[src/rtl/snn_layer_seq.sv]
// Control sequencer for one fully-connected SNN layer: walks input/weight addresses per
// neuron, gates the shared MAC through the read-latency pipe and writes each activation once.
module snn_layer_seq #(
    parameter int N_IN    = 784,
    parameter int N_OUT   = 32,
    parameter int RD_LAT  = 1,
    parameter int MAC_LAT = 1,
    parameter int LUT_LAT = 1,
    localparam int IW = $clog2(N_IN),
    localparam int WW = $clog2(N_IN * N_OUT),
    localparam int OW = (N_OUT > 1) ? $clog2(N_OUT) : 1
) (
    input  logic          clk,
    input  logic          rst_n,
    input  logic          start,
    input  logic          abort,
    output logic          busy,
    output logic          done,
    output logic [IW-1:0] in_addr,
    output logic [WW-1:0] wt_addr,
    output logic [OW-1:0] out_addr,
    output logic          mac_clr,
    output logic          mac_en,
    output logic          wr_en
);

    localparam int D  = RD_LAT + MAC_LAT + LUT_LAT;
    localparam int DW = $clog2(D + 1);

    typedef enum logic [2:0] {
        S_IDLE,
        S_ISSUE,
        S_DRAIN,
        S_WRITE,
        S_DONE
    } state_t;

    state_t        state;
    logic [DW-1:0] drain_cnt;
    logic          last_in;
    logic          last_out;
    logic          issue;
    logic          stop;

    assign last_in  = (in_addr == IW'(N_IN - 1));
    assign last_out = (out_addr == OW'(N_OUT - 1));
    assign issue    = (state == S_ISSUE);
    assign busy     = (state == S_ISSUE) || (state == S_DRAIN) || (state == S_WRITE);
    assign done     = (state == S_DONE);
    assign stop     = abort & busy;

    // The clear and the write are decoded in the same cycle the decision is taken, so an
    // abort suppresses the write and an IDLE start clears before the first product lands.
    assign wr_en   = (state == S_WRITE) & ~abort;
    assign mac_clr = ((state == S_IDLE) & start) | ((state == S_WRITE) & ~abort & ~last_out);

    generate
        if (RD_LAT == 0) begin : g_no_pipe
            assign mac_en = issue;
        end else begin : g_pipe
            logic [RD_LAT-1:0] pipe;

            // NOTE: clocked state uses non-blocking assignments only, so every stage
            // shifts on the value it held before the edge.
            always_ff @(posedge clk or negedge rst_n) begin
                if (!rst_n) begin
                    pipe <= '0;
                end else if (stop) begin
                    pipe <= '0;
                end else begin
                    pipe <= (pipe << 1) | RD_LAT'(issue);
                end
            end

            assign mac_en = pipe[RD_LAT-1];
        end
    endgenerate

    always_ff @(posedge clk or negedge rst_n) begin
        if (!rst_n) begin
            state     <= S_IDLE;
            in_addr   <= '0;
            wt_addr   <= '0;
            out_addr  <= '0;
            drain_cnt <= '0;
        end else if (stop) begin
            state     <= S_IDLE;
            in_addr   <= '0;
            wt_addr   <= '0;
            out_addr  <= '0;
            drain_cnt <= '0;
        end else begin
            case (state)
                S_IDLE: begin
                    if (start) state <= S_ISSUE;
                end
                S_ISSUE: begin
                    // Hold the weight address on the very last operand of the pass.
                    if (!(last_in && last_out)) wt_addr <= wt_addr + 1'b1;
                    if (last_in) begin
                        in_addr   <= '0;
                        drain_cnt <= '0;
                        state     <= S_DRAIN;
                    end else begin
                        in_addr <= in_addr + 1'b1;
                    end
                end
                S_DRAIN: begin
                    if (drain_cnt == DW'(D - 1)) state <= S_WRITE;
                    else drain_cnt <= drain_cnt + 1'b1;
                end
                S_WRITE: begin
                    if (last_out) begin
                        state <= S_DONE;
                    end else begin
                        out_addr <= out_addr + 1'b1;
                        state    <= S_ISSUE;
                    end
                end
                S_DONE: begin
                    state    <= S_IDLE;
                    in_addr  <= '0;
                    wt_addr  <= '0;
                    out_addr <= '0;
                end
                default: state <= S_IDLE;
            endcase
        end
    end

endmodule
[config.mk]
export PLATFORM = sky130hd
export DESIGN_NAME = snn_layer_seq
export DESIGN_NICKNAME = d
export VERILOG_FILES = /design/src/rtl/snn_layer_seq.sv
export SDC_FILE = /design/constraint.sdc
export NUM_CORES = 1
export LEC_CHECK = 0
export ABC_AREA = 1
export CAP_MARGIN = 20
export CELL_PAD_IN_SITES_DETAIL_PLACEMENT = 1
export CELL_PAD_IN_SITES_GLOBAL_PLACEMENT = 1
export CORE_MARGIN = 8
export CORE_UTILIZATION = 34
export DETAILED_ROUTE_END_ITERATION = 10
export PLACE_DENSITY = 0.84
export SLEW_MARGIN = 20
export SYNTH_ARGS = -nofsm -noshare
export SYNTH_HDL_FRONTEND = slang
export SYNTH_SLANG_ARGS = --single-unit
[constraint.sdc]
create_clock -name clk -period 1.52 [get_ports clk]
set_clock_uncertainty 0.1 [all_clocks]
set_input_delay 0.456 -clock clk [delete_from_list [all_inputs] [get_ports clk]]
set_output_delay 0.456 -clock clk [all_outputs]
set_load 0.1 [all_outputs]
==> results by group, run 1 <==
Logic synthesis
  • Syn avg cell area: about 7.2 sq um
  • Part of the Yosys area used for sequential elements: 41.7%
  • Area leader, netlist: dfrtp_1
  • EDFF count, synth: 0
  • Yosys warning total: 0
  • Most frequent cells after synthesis: 90 x nand2_1, 38 x inv_1, 36 x dfrtp_1, 36 x nor2_1, 24 x nand3_1
  • Synthesized flop and latch total: 36
  • Count leader, synth: nand2_1
  • Netlist Area Pre-Place: between 2000 and 2500 sq um
  • Post-synth net total: about 300
  • Asr flop ratio synth: 100%
  • Post-synth top area share: a little over two fifths
  • Top post-synthesis cells by area: dfrtp_1 42%, nand2_1 16%, inv_1 6.6%
  • Ys flop type: dfrtp_1
  • Post-synthesis cell count: 300
  • Netlist cell types: 29

Die
  • Core Area: 6240 sq um
  • Die area: 9160 sq um
  • Die Height: 95.7 um
  • Num rows: 29
  • Initial Utilization: 34.6%
  • Die Wd: 95.7 um
  • Num ports: 39

Pwr
  • Comb pwr share: a little over two thirds
  • Internal cell power: 3.47 mW
  • Peak supply drop: around 1.4 mV
  • Leak: between 2 and 2.5 nW
  • Net switching power figure: 3.46 mW
  • Flop pwr share: 19.3%
  • Sw Share: 49.9%
  • Clock share of power: 10.8%
  • Total power: 6.94 mW
  • P per Cell Area: 1600 nW/um^2

Clock tree
  • CTS Buf Count: 5
  • Worst-path clk slew: 80 ps
  • Clk_lat worst skew: 300 ps
  • CTS H-Tree Depth: 2
  • Clk sink count: 36
  • Clock Path Buffers: 2
  • Hold Buf Count CTS: 0
  • CTS root buffer: clkbuf_8
  • CTS tree: yes

Flow run
  • Max cap viols: 0

GRT
  • Total gr overflow: 0
  • Largest net degree at the start of global routing: 37
  • First-pass GRT wire length: approximately 16,000 um
  • Vias in the first global route: 3,127
  • GR Util All Layers: 22.5%
  • Initial antenna violation count: 0

Setup path
  • Worst reg2reg path depth: 15
  • CP Data Arrival Time: 1690 ps
  • WS Path Type: flop to output port
  • Worst R2R Start: out_addr[1]
  • Critical path launch point type: flop
  • WP data required: 960 ps
  • Max FO, Critical Path: 2
  • Reg2reg end: wt_addr[11]
  • Worst Setup SP: out_addr[1]
  • R2r setup slk: -670 ps
  • CP endpoint kind: output port

Drt
  • Final ANT Viol Nets: 0
  • Via count: 2,924
  • WL per Instance: 24.6 um
  • Vias per cell: 5.62
  • 1st-pass router iterations: 6
  • Final wirelength: 12,800 um
  • Starting DRC count in detailed routing: between 100 and 150
  • DR DRC count: 0

Timing
  • Tightest Pin Transition: 439 ps
  • Final setup violation count: 65
  • Final worst slack: -731 ps
  • Setup tns final: -20,130 ps
  • Unrepaired setup endpoints after global routing: yes
  • Hold Slack: 433 ps
  • Fin crit share: 148%
  • Final hold violation count: 0
  • Final count of pins violating max slew: 0
  • Slew HR: between 70% and 80%
  • Tmin final: 2250 ps
  • Fmax: ~0.44 GHz

Final layout
  • Layout cells sized above 1: 54.6%
  • Reg area: 962 sq um
  • Non-filler instance count after layout: 520
  • Nets: approximately 450
  • # diodes: 0
  • Fillcell total: 672
  • Multi-input gate area: 1370 sq um
  • Layout area overhead: 101%

Run status
  • Failing checks: setup timing
  • Status: finished with violations

Worst hold path
  • Hold Path Class: input port to async pin

Placement
  • Port-buffer cells: 38
  • GP Congestion: slightly below 0.9
  • DP HPWL: 6170 um
  • Setup WS pre-CTS: -767 ps
  • Dpl cells: 475
-- sequential cells by signal, summed over array words and instances, names as in the netlist --
signal	count
wt_addr	15
mac_en	1
drain_cnt	2
out_addr	5
in_addr	10
state	3
-- how the worst max path moves through the flow --
| stage | to | slack, ps | cells past startpoint |
|---|---|---|---|
| 4_1_cts | mac_clr | -710 | 8 |
| 3_3_place_gp | mac_clr | -680 | 5 |
| 6_report | mac_clr | -730 | 8 |
| 3_5_place_dp | mac_clr | -770 | 5 |
| 2_1_floorplan | mac_clr | -1270 | 4 |
| 5_1_grt | mac_clr | -760 | 8 |
-- metal layers --
layer	track usage, %	wire [um]	vias up
met5	0	0	-
met4	12.3	714	0
met3	3.04	689	69
met2	42.7	6640	160
met1	23.4	4730	1451
li1	-	-	1244
-- logic make-up (layout without fill, tap and decap cells) --
family                   count (synthesis)  after routing  share of synthesized area (%)
AO/OA/AOI/OAI                           32             32                           8.11
AND/OR/NAND/NOR                        178            178                           36.9
buffers and inverters                   46            189                           9.15
adder cells (fa/ha/maj)                  5              5                           2.90
XOR/XNOR                                 3              3                           1.22
flip-flops                              36             36                           41.7
-- worst max-delay path, stage by stage (launching register included) --
cell and delay [ps]:
dfrtp_4 510, ha_4 190, nand2_4 70, nor2_4 40, ha_4 170, inv_4 70
nand2_4 50, o31ai_4 70, buf_12 210
-- layout make-up --
type,instances,share of cell area (%)
Timing Repair Buffer,140,38.0
Multi-Input combinational cell,218,31.6
Sequential cell,36,22.1
Inverter,41,3.97
Tap cell,77,2.22
Clock buffer,8,2.07
-- layout by cell type (no fill, tap or decap), types with 5 or more instances in the layout --
cell | synthesis | routed
a21oi_1 | 7 | 7
buf_12 | 0 | 39
buf_4 | 0 | 74
buf_6 | 3 | 23
clkbuf_8 | 0 | 6
dfrtp_1 | 36 | 7
dfrtp_2 | 0 | 19
dfrtp_4 | 0 | 10
inv_1 | 38 | 31
nand2_1 | 90 | 72
nand2_2 | 3 | 14
nand2_4 | 1 | 7
nand3_1 | 24 | 17
nand3_2 | 1 | 5
nand4_1 | 11 | 11
nor2_1 | 36 | 29
nor2_4 | 1 | 6
o21ai_0 | 19 | 6
o21ai_1 | 2 | 7
o21ai_2 | 1 | 7
-- repair_timing --
action                                  4_1_cts  5_1_grt
gates cloned                                  1        0
buffers inserted                             23       22
endpoints found under the setup margin       63       65
resized for setup                            51       41
pin swaps                                    12        8
-- through the flow --
| step | area, sq um | utilization (%) |
|---|---|---|
| floorplan | 2330 | - |
| global placement | 3620 | 58.0 |
| detailed placement | 3620 | 58.0 |
| CTS | 4090 | 65.6 |
| global route | 4350 | 69.6 |
| finish | 4350 | 69.6 |
-- power groups by stage --
stage | Combinational, mW | Clock (mW) | Sequential (mW)
final | 4.85 | 0.750 | 1.34
after floorplan | 1.26 | 0 | 2.06
after CTS | 4.11 | 0.730 | 1.32
after detailed placement | 3.51 | 0 | 1.32
after global placement | 3.37 | 0 | 1.31
after global routing | 4.98 | 0.785 | 1.35
No activity file was read; power rests on OpenSTA's default activity.
==> run 2, diff against run 1 <==
--- a/config.mk
+++ b/config.mk
@@ -13,6 +13,7 @@
 export CORE_UTILIZATION = 34
 export DETAILED_ROUTE_END_ITERATION = 10
 export PLACE_DENSITY = 0.84
+export SKIP_LAST_GASP = 1
 export SLEW_MARGIN = 20
 export SYNTH_ARGS = -nofsm -noshare
 export SYNTH_HDL_FRONTEND = slang
==> results by group, run 2 (synthesis gave the netlist of run 1 again) <==
Run status
  • Status: finished with violations
  • Failing checks: setup timing

Final layout
  • Biggest regs: wt_addr x15, in_addr x10, out_addr x5
  • Commonest non-fill, non-tap cell in the layout: buf_4
  • Commonest non-fill, non-tap cells in the layout: 74 x buf_4, 72 x nand2_1, 39 x buf_12, 31 x inv_1, 29 x nor2_1
  • Final Core Density: 69.6% (about the same)
  • Fillcell total: 658 (-2.1%)
  • Layout area overhead: 101% (about the same)
  • # diodes: 0 (unchanged)
  • Largest register FFs: 15 (unchanged)
  • Reg with most FFs: wt_addr
  • Non-filler instance count after layout: 520 (unchanged)
  • Layout cells sized above 1: 54.6% (unchanged)
  • Nets: 451 (unchanged)

GRT
  • First-pass GRT wire length: 16,000 um (unchanged)
  • Initial antenna violation count: 0 (unchanged)
  • Vias in the first global route: 3,127 (unchanged)
  • Total gr overflow: 0 (unchanged)
  • GR Util All Layers: 22.5% (unchanged)
  • Largest net degree at the start of global routing: 37 (unchanged)

Setup path
  • Critical path's largest stage delay: 510 ps (about the same)
  • CP Data Arrival Time: 1700 ps (about the same)
  • CP endpoint kind: output port
  • Top Family by Delay on Critical Path: flip-flops
  • CP Cell Sequence: ha_4 > nand2_4 > nor2_4 > ha_4 > inv_4 > nand2_4 > o31ai_4 > buf_12
  • Worst path bufs/invs: 2 (unchanged)
  • Slowest-stage cell, CP: dfrtp_4
  • WS Path Type: flop to output port
  • Critical path launch point type: flop
  • WP data required: 960 ps (about the same)
  • Max FO, Critical Path: 2 (unchanged)

Die
  • Num ports: 39 (unchanged)
  • Die Wd: 95.7 um (unchanged)
  • Die area: 9160 sq um (unchanged)
  • Initial Utilization: 34.6% (unchanged)
  • Num rows: 29 (unchanged)
  • Core Area: 6240 sq um (unchanged)
  • Die Height: 95.7 um (unchanged)

Drt
  • DR DRC count: 0 (unchanged)
  • Starting DRC count in detailed routing: 134 (+3.1%)
  • 1st-pass router iterations: 4 (-2)
  • Final ANT Viol Nets: 0 (unchanged)
  • WL per Instance: 25.0 um (+1.9%)
  • Final wirelength: 13,000 um (+1.9%)
  • Vias per cell: 5.70 (+1.3%)
  • Via count: 2,962 (+1.3%)

Clock tree
  • Clk_lat worst skew: 300 ps (about the same)
  • Clock Path Buffers: 2 (unchanged)
  • CTS tree: yes
  • Hold Buf Count CTS: 0 (unchanged)
  • Worst-path clk slew: 80 ps (about the same)
  • CTS root buffer: clkbuf_8
  • CTS Buf Count: 5 (unchanged)
  • Clk sink count: 36 (unchanged)
  • CTS H-Tree Depth: 2 (unchanged)

Timing
  • Slew HR: 63.4% (-7.3 points)
  • Final hold violation count: 0 (unchanged)
  • Final count of pins violating max slew: 0 (unchanged)
  • Final worst slack: -736 ps (-4.88 ps)
  • Tightest Pin Transition: 548 ps (+109 ps)
  • Hold Slack: 425 ps (-8.63 ps)
  • Fin crit share: 148% (+0.32 points)
  • Fmax: 0.443 GHz (-0.22%)
  • Tmin final: 2260 ps (+4.88 ps)
  • Final setup violation count: 65 (unchanged)
  • Unrepaired setup endpoints after global routing: yes

Placement
  • GP Congestion: 0.880 (unchanged)
  • Dpl cells: 475 (unchanged)
  • Port-buffer cells: 38 (unchanged)
  • DP HPWL: 6170 um (unchanged)

Pwr
  • Total power: 6.95 mW (+0.20%)
  • Leak: 2.04 nW (about the same)
  • P per Cell Area: 1600 nW/um^2 (+0.26%)
  • Peak supply drop: 1.60 mV (+13%)

Flow run
  • Max cap viols: 0 (unchanged)

Worst hold path
  • Hold Path Class: flop to flop
## run 2: cell counts in the layout (fill, tap and decap cells not counted)
No cell type changed its count.
## run 2: final timing paths
check                        startpoint           end  slack [ps]  cells after the start
hold / removal             drain_cnt[1]  drain_cnt[1]         420                      2
min in group asynchronous         rst_n  drain_cnt[0]         460                      2
setup reg to reg            out_addr[1]   wt_addr[13]        -710                     14
max in group asynchronous         rst_n    wt_addr[1]         630                      2
hold reg to reg            drain_cnt[1]  drain_cnt[1]         420                      2
setup / recovery            out_addr[1]       mac_clr        -740                      8
## run 2: what timing repair did
action                                  4_1_cts  5_1_grt
resized for setup                            51       40
setup buffers                                23       22
endpoints found under the setup margin       63       65
cloned                                        1        0
pin swaps                                    11        9
## run 2: layout make-up
class	instances	area (sq um)	area share, %
well taps	77	96.3	2.22
repair buffers	140	1650	38.0
clock buffers	8	90.1	2.07
inverters	41	170	3.92
multi-input cells	218	1370	31.6
flip-flops and latches	36	962	22.2
## run 2: routing by layer
metal  global-route usage (%)  vias up  share of wire [%]
met5                        0        -                  0
met4                     12.3        0                5.9
met3                     3.04       63                5.0
met2                     42.7      144                 53
met1                     23.4     1510                 36
li1                         -     1245                  -
## run 2: stage by stage
step / setup TNS, ps / worst slack, ps / cell area (sq um)
after floorplan: -12190 / -1270 / 2330
after global placement: -18060 / -676 / 3620
after detailed placement: -22310 / -767 / 3620
after CTS: -16550 / -713 / 4090
after global routing: -22100 / -756 / 4340
final: -20560 / -736 / 4340
## run 2: worst register-to-register path: stages (launching register included)
cell,delay (ps)
dfrtp_4,440
ha_4,160
nand2_4,60
nor2_4,120
ha_4,170
inv_4,50
buf_4,150
buf_4,140
nor2_4,130
nand2_4,100
nand2_8,130
buf_6,110
nor2_2,30
nor2_1,160
nor2_1,80
## run 2: power by group
group	internal [mW]	total [mW]	leakage, nW	switching (mW)
Clock	0.370	0.738	0.0455	0.367
Combinational	1.97	4.86	1.55	2.89
Sequential	1.14	1.35	0.445	0.207
==> run 3, diff against run 2 <==
--- a/config.mk
+++ b/config.mk
@@ -5,14 +5,14 @@
 export SDC_FILE = /design/constraint.sdc
 export NUM_CORES = 1
 export LEC_CHECK = 0
-export ABC_AREA = 1
+export ABC_AREA = 0
 export CAP_MARGIN = 20
 export CELL_PAD_IN_SITES_DETAIL_PLACEMENT = 1
 export CELL_PAD_IN_SITES_GLOBAL_PLACEMENT = 1
 export CORE_MARGIN = 8
-export CORE_UTILIZATION = 34
+export CORE_UTILIZATION = 35
 export DETAILED_ROUTE_END_ITERATION = 10
-export PLACE_DENSITY = 0.84
+export PLACE_DENSITY = 0.83
 export SKIP_LAST_GASP = 1
 export SLEW_MARGIN = 20
 export SYNTH_ARGS = -nofsm -noshare
==> results by group, run 3 <==
Placement
  • GP Congestion: 0.837 (-4.9%)
  • DP HPWL: 6290 um (+2.0%)
  • Port-buffer cells: 38 (unchanged)

Run status
  • Halt Stage: clock tree synthesis (4_1_cts)
  • Log Error: [ERROR DPL-0033] detailed placement checks failed during check placement.
  • Status: did not finish

Logic synthesis
  • Netlist Area Pre-Place: 1960 sq um (-9.1%)
  • Post-synth top area share: 45.9% (+4.2 points)
  • Asr flop ratio synth: 100% (unchanged)
  • Area leader, netlist: dfrtp_1
  • Top post-synthesis cells by area: dfrtp_1 46%, nor2_1 4.4%, nand2_1 4.2%
  • Yosys warning total: 0 (unchanged)
  • Ys flop type: dfrtp_1
  • EDFF count, synth: 0 (unchanged)
  • Synthesized flop and latch total: 36 (unchanged)
  • Part of the Yosys area used for sequential elements: 45.9% (+4.2 points)
  • Count leader, synth: dfrtp_1
  • Netlist cell types: 44 (+52%)
  • Post-synth net total: 216 (-30%)
  • Syn avg cell area: 9.48 sq um (+32%)
  • Post-synthesis cell count: 207 (-31%)
  • Most frequent cells after synthesis: 36 x dfrtp_1, 23 x nor2_1, 22 x nand2_1

Clock tree
  • Clock Path Buffers: 2 (unchanged)
  • CTS root buffer: clkbuf_8
  • CTS Buf Count: 5 (unchanged)
  • # Post-CTS Setup Buffers: 50 (+120%)
  • CTS H-Tree Depth: 2 (unchanged)
  • CTS resizes: 93 (+82%)
  • Hold Buf Count CTS: 0 (unchanged)
  • Clk sink count: 36 (unchanged)

Die
  • Initial Utilization: 35.9% (+1.3 points)
  • Num ports: 39 (unchanged)
  • Die Wd: 90.9 um (-5.0%)
  • Num rows: 27 (-6.9%)
  • Die Height: 90.9 um (-5.0%)
==> run 3: cell count changes after synthesis, moves of 7 or more <==
cell / before / now
or3_1: 0 / 7
inv_1: 38 / 6
nand2_1: 90 / 22
nor2_1: 36 / 23
nand3_1: 24 / 9
==> run 3: cell families after synthesis <==
kind of cell	after synthesis	share of synthesized area, %
AOI/OAI and AO/OA	39	11.7
xor gates and xnor gates	13	5.80
adders and majority gates	5	3.19
buffers and inverters	11	2.42
DFF	36	45.9
muxes	6	4.14
and+or+nand+nor	97	26.8
==> run 3: per-stage QoR <==
step	util (%)	setup WS (ps)	TNS [ps]	area [sq um]	std cells
3_5_place_dp	65.0	-1010	-30470	3560	391
3_3_place_gp	65.0	-835	-25840	3560	391
2_1_floorplan	-	-889	-18650	2170	207
==> run 4, diff against run 3 <==
--- a/config.mk
+++ b/config.mk
@@ -7,12 +7,10 @@
 export LEC_CHECK = 0
 export ABC_AREA = 0
 export CAP_MARGIN = 20
-export CELL_PAD_IN_SITES_DETAIL_PLACEMENT = 1
-export CELL_PAD_IN_SITES_GLOBAL_PLACEMENT = 1
 export CORE_MARGIN = 8
-export CORE_UTILIZATION = 35
+export CORE_UTILIZATION = 40
 export DETAILED_ROUTE_END_ITERATION = 10
-export PLACE_DENSITY = 0.83
+export PLACE_DENSITY_LB_ADDON = 0.15
 export SKIP_LAST_GASP = 1
 export SLEW_MARGIN = 20
 export SYNTH_ARGS = -nofsm -noshare
==> constraint.sdc (replaced) <==
create_clock -name clk -period 2 [get_ports clk]
set_clock_uncertainty 0.1 [all_clocks]
set_input_delay 0.6 -clock clk [delete_from_list [all_inputs] [get_ports clk]]
set_output_delay 0.6 -clock clk [all_outputs]
set_load 0.1 [all_outputs]
==> results by group, run 4 <==
Clock tree
  • CTS Buf Count: 5 (unchanged)
  • Worst-path clk slew: 70 ps
  • Clock Path Buffers: 2 (unchanged)
  • Clk_lat worst skew: 290 ps
  • Clk sink count: 36 (unchanged)
  • CTS tree: yes
  • CTS root buffer: clkbuf_8
  • Hold Buf Count CTS: 0 (unchanged)
  • CTS H-Tree Depth: 2 (unchanged)

Timing
  • Final setup violation count: 25
  • Fin crit share: 123%
  • Fmax: just over 0.4 GHz
  • Final hold violation count: 0
  • Tmin final: 2470 ps
  • Unrepaired setup endpoints after global routing: yes
  • Slew HR: 74.3%
  • Tightest Pin Transition: ~380 ps
  • Final count of pins violating max slew: 0
  • Final worst slack: -468 ps
  • Hold Slack: between 400 and 500 ps

Pwr
  • P per Cell Area: 1070 nW/um^2
  • Peak supply drop: 0.940 mV
  • Leak: roughly 1.7 nW

Logic synthesis
  • Netlist cell types: 44 (unchanged)
  • Count leader, synth: dfrtp_1
  • Post-synth top area share: 45.9% (unchanged)
  • Post-synthesis cell count: 207 (unchanged)
  • Part of the Yosys area used for sequential elements: 45.9% (unchanged)
  • Ys flop type: dfrtp_1
  • Syn avg cell area: 9.48 sq um (unchanged)
  • Synth Area in Adders: 3.19% (unchanged)
  • Synthesized flop and latch total: 36 (unchanged)
  • Top post-synthesis cells by area: dfrtp_1 46%, nor2_1 4.4%, nand2_1 4.2%
  • Main combinational cell family by area after synthesis: simple AND/OR/NAND/NOR gates
  • Compound-Gate Fraction of Synth Area: 11.7% (unchanged)
  • Netlist Area Pre-Place: 1960 sq um (unchanged)
  • Most frequent cells after synthesis: 36 x dfrtp_1, 23 x nor2_1, 22 x nand2_1
  • Post-synth net total: 216 (unchanged)
  • EDFF count, synth: 0 (unchanged)
  • Post-Synth XOR/XNOR Area: 5.80% (unchanged)
  • Asr flop ratio synth: 100% (unchanged)
  • Multiplexer share of the synthesized area: 4.14% (unchanged)
  • Yosys warning total: 0 (unchanged)
  • Area leader, netlist: dfrtp_1
  • Simple-gate share of the synthesized area: 26.8% (unchanged)

Setup path
  • CP Data Arrival Time: between 2000 and 3000 ps
  • WP data required: 2120 ps
  • Worst reg2reg path depth: 10
  • R2r setup slk: -470 ps
  • WS Path Type: flop to flop
  • Critical path launch point type: flop
  • CP endpoint kind: flop
  • Reg2reg end: wt_addr[7]
  • Max FO, Critical Path: 8
  • Worst R2R Start: out_addr[1]

GRT
  • Vias in the first global route: 2,126
  • First-pass GRT wire length: between 10,000 and 15,000 um
  • GR Util All Layers: 16.7%
  • Initial antenna violation count: 0
  • Largest net degree at the start of global routing: 37
  • Total gr overflow: 0

Final layout
  • Commonest non-fill, non-tap cells in the layout: 66 x buf_4, 38 x buf_12, 18 x nand2_1, 18 x dfrtp_2, 17 x nor2_1
  • Layout cells sized above 1: 62.8%
  • # diodes: 0
  • Largest register FFs: 15
  • Fillcell total: 216
  • Final Core Density: 83.2%
  • Commonest non-fill, non-tap cell in the layout: buf_4
  • Final Cell Area: between 3000 and 4000 sq um
  • Layout area overhead: 100%
  • Non-filler instance count after layout: 400
  • Nets: 341
  • Biggest regs: wt_addr x15, in_addr x10, out_addr x5
  • Reg with most FFs: wt_addr

Die
  • Num rows: 25 (-7.4%)
  • Initial Utilization: 41.6% (+5.7 points)
  • Core Area: 4720 sq um
  • Die Wd: 86.1 um (-5.3%)
  • Die area: 7410 sq um
  • Num ports: 39 (unchanged)
  • Die Height: 86.1 um (-5.3%)

Placement
  • DP HPWL: 3980 um (-37%)
  • DP Area: 3320 sq um (-6.8%)
  • GP Congestion: 0.827 (-1.2%)
  • Port-buffer cells: 38 (unchanged)
  • Dpl cells: 360 (-7.9%)

Drt
  • Final wirelength: 7090 um
  • Via count: 2,122
  • 1st-pass router iterations: 4
  • WL per Instance: 17.7 um
  • Starting DRC count in detailed routing: 87
  • DR DRC count: 0
  • Vias per cell: 5.31
  • Final ANT Viol Nets: 0

Run status
  • Failing checks: setup timing
  • Status: finished with violations

Worst hold path
  • Worst Hold End: drain_cnt[1]
  • Hold Path Class: flop to flop
  • WHS Path Cells: 1
  • Hold Startpoint: drain_cnt[1]

Flow run
  • Max cap viols: 0
## run 4: how the worst max path moves through the flow
stage,from,end,slack (ps),cells past startpoint
after detailed placement,abort,wt_addr[7],-630,7
final,out_addr[1],wt_addr[7],-470,10
after global routing,out_addr[0],wt_addr[7],-550,10
after global placement,abort,wt_addr[7],-580,7
after floorplan,out_addr[1],wt_addr[7],-410,8
after CTS,out_addr[0],mac_clr,-470,7
## run 4: stage by stage
step / power [mW] / TNS, ps / worst slack, ps
floorplan: 2.16 / -5280 / -414
global placement: 3.06 / -14210 / -583
detailed placement: 3.09 / -14990 / -630
CTS: 3.82 / -6270 / -466
finish: 4.19 / -7200 / -468
global route: 4.34 / -8700 / -549
## run 4: layout make-up
class | instances | area [sq um] | area share (%)
repair buffers | 123 | 1460 | 37.0
multi-input cells | 160 | 1340 | 34.0
flip-flops and latches | 36 | 938 | 23.9
clock buffers | 8 | 90.1 | 2.29
well taps | 67 | 83.8 | 2.13
inverters | 6 | 26.3 | 0.669
## run 4: cell families (layout without fill, tap and decap cells)
kind of cell,after synthesis,in the layout
AOI/OAI and AO/OA,39,39
xor gates and xnor gates,13,13
adders and majority gates,5,5
buffers and inverters,11,137
DFF,36,36
muxes,6,6
and+or+nand+nor,97,97
## run 4: power by group
group          switching (mW)  internal [mW]
clock network           0.261          0.281
registers               0.116          0.841
logic                    1.52           1.17
## run 4: worst max-delay path: stages, from the launching register on
cell and delay [ps]:
dfrtp_4 490, ha_4 160, and3_4 150, ha_4 170
buf_6 110, and3b_2 210, nand4_1 160, nand4_1 180
buf_6 190, or3_4 370, a21oi_2 110
## run 4: repair_timing
| action | 4_1_cts | 5_1_grt |
|---|---|---|
| resized for setup | 36 | 39 |
| buffers inserted | 16 | 19 |
| setup endpoints to repair | 29 | 27 |
| pin swaps | 27 | 25 |
## run 4: per-layer routing
layer	GRT usage, %	wire [um]	vias up
met1	18.8	2830	1047
li1	-	-	987
met5	0	0	-
met3	4.30	306	15
met4	5.41	153	0
met2	29.8	3800	73
